`config.mk`:
```
export PLATFORM = sky130hd
export DESIGN_NAME = branch_predict_unit
export DESIGN_NICKNAME = d
export VERILOG_FILES = /design/src/rtl/bpu_pkg.sv /design/src/rtl/bpu_pend_fifo.sv /design/src/rtl/branch_predict_unit.sv
export SDC_FILE = /design/constraint.sdc
export NUM_CORES = 1
export LEC_CHECK = 0
export ABC_CLOCK_PERIOD_IN_PS = 23400
export CAP_MARGIN = 40
export CORE_ASPECT_RATIO = 1.75
export CORE_MARGIN = 2
export CORE_UTILIZATION = 60
export CTS_BUF_LIST = sky130_fd_sc_hd__clkbuf_4
export CTS_CLUSTER_DIAMETER = 200
export DETAILED_ROUTE_END_ITERATION = 10
export GPL_ROUTABILITY_DRIVEN = 0
export PLACE_DENSITY = 0.81
export SYNTH_ARGS = -nofsm -noshare
export SYNTH_HDL_FRONTEND = slang
export SYNTH_SLANG_ARGS = --single-unit
export TNS_END_PERCENT = 100
```
`constraint.sdc`:
```
create_clock -name clk -period 23.4 [get_ports clk]
set_input_delay 3.51 -clock clk [delete_from_list [all_inputs] [get_ports clk]]
set_output_delay 3.51 -clock clk [all_outputs]
set_load 0.02 [all_outputs]
```
`src/rtl/bpu_pkg.sv`:
```
// Shared constants, encodings and the pending-branch record for the branch predict unit.
package bpu_pkg;

  localparam logic [6:0] OPC_BRANCH = 7'b1100011;

  typedef enum logic [1:0] {
    SEL_PC4   = 2'b00,
    SEL_TGT   = 2'b01,
    SEL_REDIR = 2'b10
  } pc_sel_e;

  typedef enum logic [1:0] {
    CTR_SNT = 2'b00,
    CTR_WNT = 2'b01,
    CTR_WT  = 2'b10,
    CTR_ST  = 2'b11
  } ctr_e;

  // Entry fields are sized for the widest supported configuration; narrower
  // instances zero-extend into them and the unused upper bits trim away.
  localparam int PC_W_MAX  = 64;
  localparam int IDX_W_MAX = 16;

  typedef struct packed {
    logic [IDX_W_MAX-1:0] idx;
    logic                 pred;
    logic [PC_W_MAX-1:0]  fallthrough;
    logic [PC_W_MAX-1:0]  target;
    logic [IDX_W_MAX-1:0] ghr;
  } pend_entry_t;

  function automatic logic [1:0] ctr_next(input logic [1:0] ctr, input logic taken);
    logic [1:0] nxt;
    nxt = ctr;
    if (taken && ctr != CTR_ST)       nxt = ctr + 2'd1;
    else if (!taken && ctr != CTR_SNT) nxt = ctr - 2'd1;
    return nxt;
  endfunction

endpackage

```
`src/rtl/bpu_pend_fifo.sv`:
```
// In-order queue of unresolved predictions: push at tail, pop at head, clear on mispredict.
module bpu_pend_fifo
  import bpu_pkg::*;
#(
  parameter int DEPTH = 2
) (
  input  logic        clk,
  input  logic        rst,
  input  logic        clr_i,
  input  logic        push_i,
  input  logic        pop_i,
  input  pend_entry_t push_data_i,
  output pend_entry_t head_o,
  output logic        full_o,
  output logic        empty_o
);

  localparam int PTR_W = $clog2(DEPTH);

  pend_entry_t        mem [DEPTH];
  logic [PTR_W-1:0]   wr_ptr_q, wr_ptr_d;
  logic [PTR_W-1:0]   rd_ptr_q, rd_ptr_d;
  logic [PTR_W:0]     cnt_q, cnt_d;

  assign head_o  = mem[rd_ptr_q];
  assign full_o  = (cnt_q == (PTR_W+1)'(DEPTH));
  assign empty_o = (cnt_q == '0);

  always_comb begin
    wr_ptr_d = wr_ptr_q;
    rd_ptr_d = rd_ptr_q;
    cnt_d    = cnt_q;
    if (clr_i) begin
      wr_ptr_d = '0;
      rd_ptr_d = '0;
      cnt_d    = '0;
    end else begin
      if (push_i) wr_ptr_d = wr_ptr_q + PTR_W'(1);
      if (pop_i)  rd_ptr_d = rd_ptr_q + PTR_W'(1);
      cnt_d = cnt_q + (PTR_W+1)'(push_i) - (PTR_W+1)'(pop_i);
    end
  end

  always_ff @(posedge clk) begin
    if (!rst) begin
      wr_ptr_q <= '0;
      rd_ptr_q <= '0;
      cnt_q    <= '0;
    end else begin
      wr_ptr_q <= wr_ptr_d;
      rd_ptr_q <= rd_ptr_d;
      cnt_q    <= cnt_d;
    end
  end

  // NOTE: storage has no reset; the pointers and count alone decide which slots are valid.
  always_ff @(posedge clk) begin
    if (push_i && !clr_i) mem[wr_ptr_q] <= push_data_i;
  end

endmodule

```
`src/rtl/branch_predict_unit.sv`:
```
// 2-bit saturating-counter branch predictor (bimodal or gshare) with in-order
// recovery queue driving the IF next-PC select, redirect PC and flush.
module branch_predict_unit
  import bpu_pkg::*;
#(
  parameter int PC_W       = 32,
  parameter int IDX_W      = 6,
  parameter int MODE       = 0,
  parameter int PEND_DEPTH = 2
) (
  input  logic            clk,
  input  logic            rst,
  input  logic            CE,
  input  logic            if_valid,
  input  logic [6:0]      if_opcode,
  input  logic [PC_W-1:0] if_pc,
  input  logic [PC_W-1:0] if_target,
  input  logic            res_valid,
  input  logic            res_taken,
  output logic [1:0]      pc_sel,
  output logic [PC_W-1:0] redirect_pc,
  output logic            pred_taken,
  output logic            flush,
  output logic            stall_req,
  output logic            res_err,
  output logic [15:0]     br_cnt,
  output logic [15:0]     mis_cnt
);

  localparam int N_CTR = 1 << IDX_W;

  logic [1:0]       pht_q [N_CTR];
  logic [IDX_W-1:0] ghr_q, ghr_d;
  logic [15:0]      br_cnt_q, br_cnt_d;
  logic [15:0]      mis_cnt_q, mis_cnt_d;
  logic             res_err_q, res_err_d;

  logic [IDX_W-1:0] idx, head_idx;
  logic             is_br, resolve, mispred, push;
  logic             q_full, q_empty;
  pend_entry_t      head, push_entry;

  assign is_br      = if_valid && (if_opcode == OPC_BRANCH);
  assign idx        = if_pc[IDX_W+1:2] ^ ((MODE != 0) ? ghr_q : '0);
  assign pred_taken = is_br & pht_q[idx][1];

  assign resolve  = res_valid & ~q_empty;
  assign mispred  = resolve & (res_taken != head.pred);
  assign flush    = mispred;
  // A correct resolve frees the head slot this cycle, so a full queue can still accept.
  assign push      = is_br & CE & ~mispred & (~q_full | resolve);
  assign stall_req = is_br & q_full & ~resolve;

  assign head_idx    = head.idx[IDX_W-1:0];
  assign redirect_pc = res_taken ? head.target[PC_W-1:0] : head.fallthrough[PC_W-1:0];

  always_comb begin
    push_entry             = '0;
    push_entry.idx         = IDX_W_MAX'(idx);
    push_entry.pred        = pred_taken;
    push_entry.fallthrough = PC_W_MAX'(if_pc + PC_W'(4));
    push_entry.target      = PC_W_MAX'(if_target);
    push_entry.ghr         = IDX_W_MAX'(ghr_q);
  end

  always_comb begin
    pc_sel = SEL_PC4;
    if (mispred)         pc_sel = SEL_REDIR;
    else if (pred_taken) pc_sel = SEL_TGT;
  end

  always_comb begin
    ghr_d = ghr_q;
    if (MODE != 0) begin
      if (mispred)   ghr_d = {head.ghr[IDX_W-2:0], res_taken};
      else if (push) ghr_d = {ghr_q[IDX_W-2:0], pred_taken};
    end
    br_cnt_d  = br_cnt_q + 16'(resolve);
    mis_cnt_d = mis_cnt_q + 16'(mispred);
    res_err_d = res_err_q | (res_valid & q_empty);
  end

  // NOTE: non-blocking assignments keep every register sampling pre-edge values, which
  // is what gives IF the old counter when a resolve writes the index it is reading.
  always_ff @(posedge clk) begin
    if (!rst) begin
      ghr_q     <= '0;
      br_cnt_q  <= '0;
      mis_cnt_q <= '0;
      res_err_q <= 1'b0;
    end else begin
      ghr_q     <= ghr_d;
      br_cnt_q  <= br_cnt_d;
      mis_cnt_q <= mis_cnt_d;
      res_err_q <= res_err_d;
    end
  end

  // The table is reset explicitly: predictions must start from weakly not-taken.
  always_ff @(posedge clk) begin
    if (!rst) begin
      for (int i = 0; i < N_CTR; i++) pht_q[i] <= CTR_WNT;
    end else if (resolve) begin
      pht_q[head_idx] <= ctr_next(pht_q[head_idx], res_taken);
    end
  end

  bpu_pend_fifo #(.DEPTH(PEND_DEPTH)) u_pend_fifo (
    .clk         (clk),
    .rst         (rst),
    .clr_i       (mispred),
    .push_i      (push),
    .pop_i       (resolve),
    .push_data_i (push_entry),
    .head_o      (head),
    .full_o      (q_full),
    .empty_o     (q_empty)
  );

  assign br_cnt  = br_cnt_q;
  assign mis_cnt = mis_cnt_q;
  assign res_err = res_err_q;

  logic unused_head;
  assign unused_head = ^{head.idx, head.ghr, head.target, head.fallthrough};

endmodule
```
[Yosys cells after proc, flatten, opt, wreduce, memory -nomap -nowiden]
Memory sizes are Yosys's and may differ from the RTL's. A register that Yosys moved wholly into a read port is not among the register bits.
Index checks and enable logic that the tools add are counted.
Word-level totals
  register bits after elaboration: 37
  bits in latches: 0
  bits in writable memories: 272
  bits in read-only memories: 0
  output and inout bits: 70
  memories: 2
Memory list
  u_pend_fifo.mem: words 2, bits a word 72, read ports 1, clocked after Yosys merged registers in 1, write ports 1, RTL line bpu_pend_fifo.sv:20  | pend_entry_t mem [DEPTH];
  pht_q: words 64, bits a word 2, read ports 2, clocked after Yosys merged registers in 0, write ports 64, RTL line branch_predict_unit.sv:32  | logic [1:0] pht_q [N_CTR];
Cells by class
  add/sub/neg operators: 9
  $mul: 0
  divide/modulo/power cells: 0
  magnitude comparators: 0
  eq/ne operators: 4
  shifts and indexed selects: 0
  multiplexer cells: 18
  bitwise logic cells: 16
  reductions and logical operators: 10
Operator list (count)
  32-bit by 3-bit adder with 33-bit output, second input constant: 1
  16-bit by 1-bit adder with 16-bit output: 2
  32-bit 2-to-1 mux: 1
  2-bit 2-to-1 mux: 6
  1-bit 2-to-1 mux: 10
  1-bit bitwise AND: 9
  7-bit == test, second input constant: 1
  6-bit 2-to-1 mux: 1
  1-bit inverter: 5
  1-bit logical AND: 4
  2-bit OR reduction: 2
  1-bit adder, second input constant: 2
  2-bit by 1-bit adder with 2-bit output: 1
  2-bit by 1-bit adder with 2-bit output, second input constant: 1
  2-bit == test, second input constant: 1
  1-bit zero test: 2
  2-bit zero test: 1
  2-bit inequality test, second input constant: 1
  1-bit OR: 2
  2-bit nonzero test: 1
  2-bit by 1-bit subtractor with 2-bit output: 1
  2-bit by 1-bit subtractor with 2-bit output, second input constant: 1
  1-bit inequality test: 1

[Logic depth before layout (Yosys ltp)]
  depth in word-level cells: 10
  depth in mapped cells: 17

[Cells and area by module]
A second synthesis with hierarchy kept.
Second synthesis, totals
  cells, all modules: 1435
  area, all modules: 21949.8 um^2
By module, submodules not included
  bpu_pend_fifo: times used 1, cells an instance 524, area each 12206.7 um^2
  branch_predict_unit: times used 1, cells an instance 911, area each 9743.1 um^2

[Worst setup path after synthesis]
OpenSTA, ideal clock, no wires.
  path type: input -> register
  from: in if_opcode[4]
  to: mem u_pend_fifo.mem[0][0] (netlist bit), enable pin
  arrival time: 9.174 ns
  path slack: 13.639 ns
  stages on the path: 5
  path buffers: 0
  cell sequence: nand4b_1 > or4_1 > inv_1 > nand3_1 > nor3_1
Between the ends
  longest elaborated chain between the ends: 8
RTL lines
  start, declared: RTL line branch_predict_unit.sv:15  | input logic [6:0] if_opcode,
  7-bit == test: RTL line branch_predict_unit.sv:43  | assign is_br = if_valid && (if_opcode == OPC_BRANCH);
  1-bit logical AND: RTL line branch_predict_unit.sv:43
  1-bit bitwise AND (3 in a row): RTL line branch_predict_unit.sv:51  | assign push = is_br & CE & ~mispred & (~q_full | resolve);
  1-bit logical AND: RTL line bpu_pend_fifo.sv:58  | if (push_i && !clr_i) mem[wr_ptr_q] <= push_data_i;
  1-bit 2-to-1 mux: RTL line bpu_pend_fifo.sv:58
  1-bit 2-to-1 mux (implied by the code): RTL line bpu_pend_fifo.sv:58
  end, declared: RTL line bpu_pend_fifo.sv:20
Every way passes these cells.

[Worst setup path in the final report]
  from: in if_pc[2]
  to: out pred_taken
Between the ends
  longest elaborated chain between the ends: 2
RTL lines
  start, declared: RTL line branch_predict_unit.sv:16  | input logic [PC_W-1:0] if_pc,
  memory read 64 x 2 bit
  1-bit bitwise AND: RTL line branch_predict_unit.sv:45  | assign pred_taken = is_br & pht_q[idx][1];
  end, declared: RTL line branch_predict_unit.sv:22  | output logic pred_taken,
Every way passes these cells.

==> impl_metrics.yaml <==
cts:
  worst_skew_pair_latency_ps: 680
  holdBufCountCts: 0
  cts.sinks: 308
  clock_tree_from_tritoncts: "yes"
  post_cts_buffers: 0
  cts_root_buf: "clkbuf_4"
  clock_path_buffers: 3
  cts_buffers: 69
  h_tree_depth: 3
  clk_pin_slew_worst_paths_ps: 70
  ctsResizeCount: 0
global_routing:
  wire_length_of_the_first_global_routing_pass_mm: 57.2
  global_route.overflow_total: 0
  grt_max_degree: 65
  number_of_antenna_violations_at_the_first_check_in_global_routing: 1
  via_count_of_the_first_global_routing_pass: 10835
  overall_routing_resource_usage_pct: 29.3
setup_path:
  worst_setup_path_start_kind: "input pin"
  critical_path.endpoint_type: "output port"
  worstPathArrival_ps: 6710
  crit_type: "in2out"
  crit_required_ps: 19890
  worstPathMaxFanout: 23
final_layout:
  ratio_of_cells_with_drive_above_1_in_the_final_layout_pct: 17.4
  final_core_utilization_pct: 71.0
  final_net_count: 1371
  count_of_fill_cells_added_during_filler_insertion: 1646
  syn2layout_area_growth_pct: 17.3
  regArea_sq_mm: 0.00887
  multi_input_gate_area_in_the_final_layout_sq_mm: 0.00543
logic_synthesis:
  synth.top_cells.by_count: "edfxtp_1, nand2_1, nand4_1"
  post_synth_num_cell_types: 61
  syn-cell-area_sq_mm: 0.0148
  synth.net_count: 1210
  ys_warns: 0
  synth.yosys.seq_area_share_pct: 60.0
  synth_top_area_cell: "edfxtp_1"
  postSynthAreaPerCell_sq_um: 13.2
  number_of_enable_flip_flop_cells_after_synthesis: 270
  yosys.cell_count.top_type: "edfxtp_1"
  most_instantiated_flip_flop_cell_in_the_synthesis_netlist: "edfxtp_1"
  async_s_r_ff_share_synth_pct: 0
  synth_top_cell_area_share_pct: 54.8
  syn-instance-count: 1124
  synth-seq-cells: 308
  yosys-top-cells-area: "edfxtp_1, mux4_2, dfxtp_1"
sta:
  finalWorstPathRequiredPeriod_ps: 10220
  worst_setup_margin_ps: 13180
  tightestPinTransition_ps: 893
  finalCritPeriodShare_pct: 43.7
  setup-violations-final: 0
  finalMaxSlewViolations: 0
  tns_ps: 0
  grt_setup_unrepaired: "no"
  final_hold_viol_count: 0
  clock_skew_after_layout_ps: 36.4
  max_freq_ghz: 0.0979
  timing.hold.ws_ps: 488
  max_slew_margin_pct: 39.9
drt:
  route.detailed.vias_per_inst: 6.40
  route.detailed.drc: 0
  route.detailed.wl_per_inst_um: 23.0
  detailedRoute.firstIterationViolations: 1221
  detailroute.via_count: 10513
  detail-route-antenna-nets: 0
  first_pass_iters: 6
  drt-total-wl_mm: 37.8
floorplan:
  initial_core_util_pct: 60.5
  core_region_sq_mm: 0.0244
  chipHeight_um: 212
  floorplan.rows: 76
  die_width_um: 123
  boundaryPins: 147
  die_area_sq_mm: 0.0260
worst_hold_path:
  worst_hold_path_type: "reg2reg"
place:
  detailed_place_hpwl_mm: 25.8
  buffers_added_on_ports: 146
  worst_setup_timing_slack_at_the_placement_stage_ps: 13160
power:
  irDropWorstVdd_mv: 0.0329
  power_mw: 1.16
  leakage_nw: 5.75
  powerDensity_mw_per_mm2: 66.9
run:
  max-cap-violations: 0
outcome:
  outcome: "finished clean"
-- power breakdown --
part	total (mW)	internal (mW)	leakage (nW)	switching [mW]
combinational	0.148	0.0597	2.58	0.0879
clock	0.405	0.205	0.505	0.200
sequential	0.609	0.601	2.67	0.00762
total	1.16	0.866	5.75	0.295
-- logic make-up (layout without fill, tap and decap cells) --
group	after synthesis	after routing	share of synthesized area, %
simple gates	419	419	13.9
flops	308	308	60.0
compound gates	128	128	5.91
mux	100	100	12.5
buf+inv	100	306	3.40
xor+xnor	60	60	3.55
fa+ha+maj	9	9	0.761
other cells	0	1	0
-- per-layer routing --
layer	vias to the layer above	GRT usage, %	wire length (um)
li1	4650	-	-
met1	5083	31.5	12300
met2	616	51.2	20000
met3	164	6.33	3170
met4	0	18.9	2410
met5	-	0	0
-- worst max-delay path: stages --
cell and delay (ps):
clkdlybuf4s50_1 470, buf_4 350, mux4_2 550, mux4_2 530, mux4_2 510, and2_1 210
clkdlybuf4s50_1 560
-- final timing paths --
path,startpoint,endpoint,slack (ps),cells after the start
worst max-delay path,if_pc[2],pred_taken,13180,7
worst min-delay path,res_err$_SDFF_PN0_,res_err$_SDFF_PN0_,490,2
worst max register to register,flip-flop,pht_q[47][1]$_SDFFCE_PN0P_,18560,11
worst min register to register,res_err$_SDFF_PN0_,res_err$_SDFF_PN0_,490,2
-- final cells by class --
cell class / count / share of cell area, %
timing repair buffer: 175 / 10.2
multi-input combinational: 716 / 31.3
tap: 312 / 2.25
antenna: 1 / 0.0144
inverter: 15 / 0.325
clock inverter: 17 / 0.519
sequential: 308 / 51.1
clock buffer: 99 / 4.28
-- placed cells by master, fill, tap and decap left out, types with 14 or more instances in the layout --
cell type	n
buf_4	22
and3_1	18
mux2_2	14
mux4_2	57
nand4_1	72
a21oi_1	59
inv_1	15
nand2_1	175
clkdlybuf4s50_1	144
xnor2_1	46
clkbuf_4	99
and2_1	34
nand3_1	47
mux2i_1	19
nor2_1	35
dfxtp_1	37
edfxtp_1	270
xor2_1	14
-- sequential cells by signal, indices dropped and copies added (netlist names), named ones only --
register              count
u_pend_fifo.rd_ptr_q      1
res_err                   1
pht_q                   128
u_pend_fifo.cnt_q         2
u_pend_fifo.mem         142
u_pend_fifo.wr_ptr_q      1
br_cnt                   16
mis_cnt                  16
-- per-stage QoR --
step	instances	instance area, sq um
after floorplan	1124	14800
after detailed placement	1526	16500
after global placement	1518	16400
after global routing	1643	17300
final	1643	17300
after CTS	1642	17300
No activity file was read; power rests on OpenSTA's default activity.
